### src/rtl/sh_rx_pkg.sv
// Shared types and defaults for the shift-register link receiver.
package sh_rx_pkg;

    localparam int unsigned WIDTH_DEFAULT = 16;
    localparam int unsigned CNT_W         = $clog2(WIDTH_DEFAULT);

    typedef enum logic {
        IDLE,
        SHIFT
    } rx_state_t;

    typedef enum logic {
        EMPTY,
        FULL
    } out_state_t;

endpackage

### src/rtl/sh_rgst_rx_if.sv
// Serial input, resync and parallel word handshake of the receiver.
interface sh_rgst_rx_if #(
    parameter int unsigned WIDTH = 16
);
    localparam int unsigned CNT_W = $clog2(WIDTH);

    logic             sh_in;
    logic             sh;
    logic             clr;
    logic             q_rdy;
    logic [WIDTH-1:0] q;
    logic             q_vld;
    logic             busy;
    logic             ovr;
    logic [CNT_W-1:0] cnt;

    // Transmitter/consumer side.
    modport master (
        output sh_in, sh, clr, q_rdy,
        input  q, q_vld, busy, ovr, cnt
    );

    // Receiver side.
    modport slave (
        input  sh_in, sh, clr, q_rdy,
        output q, q_vld, busy, ovr, cnt
    );

endinterface

### src/rtl/sh_rx_core.sv
// Bit collector: shift register, bit counter and receive FSM.
// word/word_done present the assembled word during the completing strobe.
module sh_rx_core
    import sh_rx_pkg::*;
#(
    parameter int unsigned WIDTH     = WIDTH_DEFAULT,
    parameter bit          MSB_FIRST = 1'b1
) (
    input  logic                     clk,
    input  logic                     rst,
    input  logic                     sh_in,
    input  logic                     sh,
    input  logic                     clr,
    output logic [WIDTH-1:0]         word,
    output logic                     word_done,
    output logic [$clog2(WIDTH)-1:0] cnt
);
    localparam int unsigned cnt_w = $clog2(WIDTH);

    rx_state_t        state_q, state_d;
    logic [cnt_w-1:0] cnt_q, cnt_d;
    logic [WIDTH-1:0] sr_q, sr_d;
    logic [WIDTH-1:0] sr_shifted;

    // Shift-in of the current bit; the completing word includes it.
    always_comb begin
        if (MSB_FIRST) begin
            sr_shifted = {sr_q[WIDTH-2:0], sh_in};
        end else begin
            sr_shifted = {sh_in, sr_q[WIDTH-1:1]};
        end
    end

    // Next-state: clr beats sh; the WIDTH-th strobe wraps cnt and completes the word.
    always_comb begin
        state_d   = state_q;
        cnt_d     = cnt_q;
        sr_d      = sr_q;
        word_done = 1'b0;
        if (clr) begin
            state_d = IDLE;
            cnt_d   = '0;
            sr_d    = '0;
        end else if (sh) begin
            sr_d = sr_shifted;
            unique case (state_q)
                IDLE: begin
                    cnt_d   = cnt_w'(1);
                    state_d = SHIFT;
                end
                SHIFT: begin
                    if (cnt_q == cnt_w'(WIDTH - 1)) begin
                        cnt_d     = '0;
                        state_d   = IDLE;
                        word_done = 1'b1;
                    end else begin
                        cnt_d = cnt_q + cnt_w'(1);
                    end
                end
                default: state_d = IDLE;
            endcase
        end
    end

    // State register with synchronous reset.
    always_ff @(posedge clk) begin
        if (rst) begin
            state_q <= IDLE;
            cnt_q   <= '0;
            sr_q    <= '0;
        end else begin
            state_q <= state_d;
            cnt_q   <= cnt_d;
            sr_q    <= sr_d;
        end
    end

    assign word = sr_shifted;
    assign cnt  = cnt_q;

endmodule

### src/rtl/sh_rgst_rx.sv
// Serial-in, parallel-out receiver: holding register with valid/ready
// handshake and a sticky overrun flag on top of the bit collector.
module sh_rgst_rx
    import sh_rx_pkg::*;
#(
    parameter int unsigned WIDTH     = WIDTH_DEFAULT,
    parameter bit          MSB_FIRST = 1'b1
) (
    input logic         clk,
    input logic         rst,
    sh_rgst_rx_if.slave bus
);
    logic [WIDTH-1:0] word;
    logic             word_done;

    out_state_t       out_state_q, out_state_d;
    logic [WIDTH-1:0] q_q, q_d;
    logic             ovr_q, ovr_d;

    sh_rx_core #(
        .WIDTH     (WIDTH),
        .MSB_FIRST (MSB_FIRST)
    ) u_core (
        .clk       (clk),
        .rst       (rst),
        .sh_in     (bus.sh_in),
        .sh        (bus.sh),
        .clr       (bus.clr),
        .word      (word),
        .word_done (word_done),
        .cnt       (bus.cnt)
    );

    // Output FSM: a completed word is loaded when the holding register is
    // empty or is being drained this cycle, otherwise it is dropped as overrun.
    always_comb begin
        out_state_d = out_state_q;
        q_d         = q_q;
        ovr_d       = ovr_q;
        unique case (out_state_q)
            EMPTY: begin
                if (word_done) begin
                    q_d         = word;
                    out_state_d = FULL;
                end
            end
            FULL: begin
                if (word_done) begin
                    if (bus.q_rdy) begin
                        q_d = word;
                    end else begin
                        ovr_d = 1'b1;
                    end
                end else if (bus.q_rdy) begin
                    out_state_d = EMPTY;
                end
            end
            default: out_state_d = EMPTY;
        endcase
        // word_done is never set alongside clr, so clearing here cannot mask an overrun.
        if (bus.clr) begin
            ovr_d = 1'b0;
        end
    end

    // Holding register, output state and overrun flag.
    always_ff @(posedge clk) begin
        if (rst) begin
            out_state_q <= EMPTY;
            q_q         <= '0;
            ovr_q       <= 1'b0;
        end else begin
            out_state_q <= out_state_d;
            q_q         <= q_d;
            ovr_q       <= ovr_d;
        end
    end

    assign bus.q     = q_q;
    assign bus.q_vld = (out_state_q == FULL);
    assign bus.ovr   = ovr_q;
    assign bus.busy  = (bus.cnt != '0);

endmodule

### src/flat_wrapper.sv
// flat-port wrapper written by rule: the top's interface ports become plain ports
module sh_rgst_rx_flat import sh_rx_pkg::*;
#(
    parameter int unsigned WIDTH     = WIDTH_DEFAULT,
    parameter bit          MSB_FIRST = 1'b1
)
  (clk, rst, bus_sh_in, bus_sh, bus_clr, bus_q_rdy, bus_q, bus_q_vld, bus_busy, bus_ovr, bus_cnt);
  sh_rgst_rx_if #(.WIDTH(WIDTH)) bus_i ();
  input logic clk;
  input logic rst;
  input wire logic [$bits(bus_i.sh_in)-1:0] bus_sh_in;
  input wire logic [$bits(bus_i.sh)-1:0] bus_sh;
  input wire logic [$bits(bus_i.clr)-1:0] bus_clr;
  input wire logic [$bits(bus_i.q_rdy)-1:0] bus_q_rdy;
  output wire logic [$bits(bus_i.q)-1:0] bus_q;
  output wire logic [$bits(bus_i.q_vld)-1:0] bus_q_vld;
  output wire logic [$bits(bus_i.busy)-1:0] bus_busy;
  output wire logic [$bits(bus_i.ovr)-1:0] bus_ovr;
  output wire logic [$bits(bus_i.cnt)-1:0] bus_cnt;
  assign bus_i.sh_in = bus_sh_in;
  assign bus_i.sh = bus_sh;
  assign bus_i.clr = bus_clr;
  assign bus_i.q_rdy = bus_q_rdy;
  assign bus_q = bus_i.q;
  assign bus_q_vld = bus_i.q_vld;
  assign bus_busy = bus_i.busy;
  assign bus_ovr = bus_i.ovr;
  assign bus_cnt = bus_i.cnt;
  sh_rgst_rx #(.WIDTH(WIDTH), .MSB_FIRST(MSB_FIRST)) u_core (.clk(clk), .rst(rst), .bus(bus_i));
endmodule
### config.mk
export PLATFORM = sky130hd
export DESIGN_NAME = sh_rgst_rx_flat
export DESIGN_NICKNAME = d
export VERILOG_FILES = /design/src/rtl/sh_rx_pkg.sv /design/src/rtl/sh_rgst_rx_if.sv /design/src/rtl/sh_rx_core.sv /design/src/rtl/sh_rgst_rx.sv /design/src/flat_wrapper.sv
export SDC_FILE = /design/constraint.sdc
export NUM_CORES = 1
export LEC_CHECK = 0
export ABC_CLOCK_PERIOD_IN_PS = 1550
export BUFFER_PORTS_ARGS = -buffer_cell sky130_fd_sc_hd__buf_2
export CAP_MARGIN = 20
export CORE_MARGIN = 1.5
export CORE_UTILIZATION = 42
export DETAILED_ROUTE_END_ITERATION = 6
export PLACE_DENSITY = 0.65
export SYNTH_ARGS = -nofsm -noshare
export SYNTH_HDL_FRONTEND = slang
export SYNTH_SLANG_ARGS = --single-unit
### constraint.sdc
create_clock -name clk -period 1.55 [get_ports clk]
set_input_delay 0.155 -clock clk [delete_from_list [all_inputs] [get_ports clk]]
set_output_delay 0.155 -clock clk [all_outputs]
set_load 0.005 [all_outputs]
==> metrics <==
Ports 29; Peak VDD IR 0.4487 mV; status completed; final slew viol count 0; Post-DP Area 0.001805 mm²; Net Sw Frac 21.81%; Core Util, Final 52.80%; Gate Count Post-Synth 161; Die Area 0.004199 mm²; Worst Setup Start Kind register; CTS Root Cell clkbuf_8; post-synthesis cell type count 25; Worst Path Required 1.77 ns; Hold Fails Final Rpt 0; port bufs 28; DR vias/cell 4.790; ANT nets after route 0; initial antenna violation count 0; Placer Congestion 0.7153; Avg Inst Size Synth 9.963 µm²; Hold Path Class in2reg; Crit Path Class reg2reg; Rel. slew slack 72.75%; Die W 64.80 µm; first-pass GRT wire length 4726 µm; DRT iter0 DRCs 46; FP Rows 22; fmax 674.3 MHz; Placed Cells 234; Synth top area share 47.43%; sequential share of power 55.7%; Internal 1.375 mW; vias in the first global route 1,114; maxcap violations 0; synth warn 0; Post-Place Setup Slack 0.02667 ns; layout cell share with drive strength beyond 1 25.64%; RSZ-0062 raised after global routing false; flops & latches, synth 38; post-CTS setup buffer count 0; H-tree lvl count 2; Clock Path Buffers 2; Mapped Nets 169; critical path fanouts, max 8; total CTS buffers 5; worst-skew pair later-pin latency 0.29 ns; fillers 338; TritonCTS Sinks 38; Post-synth ARST share 0%; final setup fails 0; Setup Skew 0.006852 ns; Post-DP HPWL 1850 µm; DR vias 1,164; nature of the critical path endpoint register; Final period util 95.67%; Post-Syn Area 0.001604 mm²; Syn-to-layout area delta 20.51%; Sum Neg Setup Slack 0 ns; min Tclk post-route 1.483 ns; Worst-path clk slew 0.07 ns; # DRC 0; post-route worst setup slack 0.06708 ns; core area 0.003661 mm²; EDFF count, synth 0; WL/cell 11.55 µm; Non-Filler Instances 243; nets@finish 202; Leakage Power 0.7795 nW; final wirelength 2806 µm; Psw 0.3836 mW; Arr. time, crit path 1.70 ns; Power Density 909.9 mW/mm²; CTS tree built; diodes inserted 0; Yosys top cell by area dfxtp_1; Comb power frac 4.8%; GRT overflow 0; ys flop type dfxtp_1; Area contributors post-synth dfxtp_1, mux2i_1, nand2b_1, nor2_1, ha_1; fin area 0.001933 mm²; Seq/Total Area, Yosys 47.43%; Initial Util 43.81%; first-pass detailed-route iteration total 4; Slew @ Worst Pin 0.4087 ns; Total GRT Usage 14.72%; Clk network pwr share 39.5%; largest net degree at the start of global routing 34; Die H 64.80 µm
==> synth_stat cells (2+ instances only) <==
master	n
nand2b_1	34
mux2i_1	31
ha_1	2
inv_1	2
a21oi_1	3
nor2_1	20
nand3_1	2
a31oi_1	3
clkbuf_1	6
dfxtp_1	38
nor2b_1	3
buf_2	2
nand2_1	3
==> worst paths after layout <==
| path | from | end | slack, ns | cells after the start |
|---|---|---|---|---|
| worst min register to register | u_core.bus.q[3] | u_core.bus.q[3] | 0.47 | 2 |
| worst min-delay path | bus_sh_in | u_core.u_core.sr_q[0] | 0.12 | 3 |
| worst max-delay path | u_core.u_core.cnt[1] | u_core.bus.q[14] | 0.07 | 5 |
| worst max register to register | u_core.u_core.cnt[1] | u_core.bus.q[14] | 0.07 | 5 |
==> power groups by stage <==
stage | Clock (mW) | Combinational, mW | Sequential, mW
2_1_floorplan | 0 | 0.0564 | 1.01
3_3_place_gp | 0 | 0.0827 | 1.00
3_5_place_dp | 0 | 0.0847 | 1.00
4_1_cts | 0.721 | 0.0847 | 0.981
5_1_grt | 0.766 | 0.0904 | 0.980
6_report | 0.695 | 0.0839 | 0.980
==> routing by layer <==
layer	up-vias	track usage (%)	share of wire, %
met1	532	16.99	48
met3	7	4.167	4.5
met5	-	0	0
met4	0	7.979	2.0
met2	30	24.48	45
li1	595	-	-
==> placed cells by master, fill, tap and decap left out <==
master,n
and4_4,1
clkbuf_16,1
clkinvlp_4,1
nand2b_1,34
or2b_1,1
nand2_1,3
clkinv_2,1
buf_4,6
nand3_1,2
or2_2,1
nor2b_1,3
buf_12,1
nand4_1,1
and3b_2,2
inv_1,2
dfxtp_1,37
o22ai_1,1
or3_1,1
ha_1,1
dfxtp_4,1
a31oi_1,3
a21oi_1,3
ha_2,1
a211oi_1,1
buf_2,28
nor2_1,20
clkbuf_8,6
mux2i_1,31
o21ai_0,1
==> state kept, by name (all words and copies together) (netlist names) <==
signal	count
u_core.bus.q	16
u_core.u_core.sr_q	15
u_core.u_core.cnt	4
u_core.bus.ovr	1
u_core.bus.q_vld	1
u_core.u_core.state_q	1
==> final cells by class <==
cell class	instances	area, µm²	area share (%)
clock buffer	6	82.58	4.272
clock inverter	2	12.51	0.6473
inverter	2	7.507	0.3884
multi-input combinational	111	775.7	40.13
sequential	38	764.5	39.55
tap	48	60.06	3.107
timing repair buffer	36	230.2	11.91
==> timing repair <==
item / CTS / global route
setup endpoints to repair: 0 / 16
gates resized for setup: 0 / 4
hold buffers: 0 / 0
==> stage by stage <==
step	total power [mW]	hold WS [ns]
after floorplan	1.062	0.3022
after global placement	1.087	0.4159
after detailed placement	1.089	0.4251
after CTS	1.787	0.1178
after global routing	1.837	0.1514
final	1.759	0.1203
==> cells by family after synthesis <==
group / share of synthesized area, %
simple gates: 23.95
flops: 47.43
mux: 19.34
buf+inv: 4.446
compound gates: 3.276
fa+ha+maj: 1.560
==> worst max-delay path: stages, from the launching register on <==
cell and delay (ns):
dfxtp_4 0.37, ha_2 0.18, and4_4 0.24, and3b_2 0.26
clkbuf_16 0.18, mux2i_1 0.18
Power figures use the tool's default switching activity.
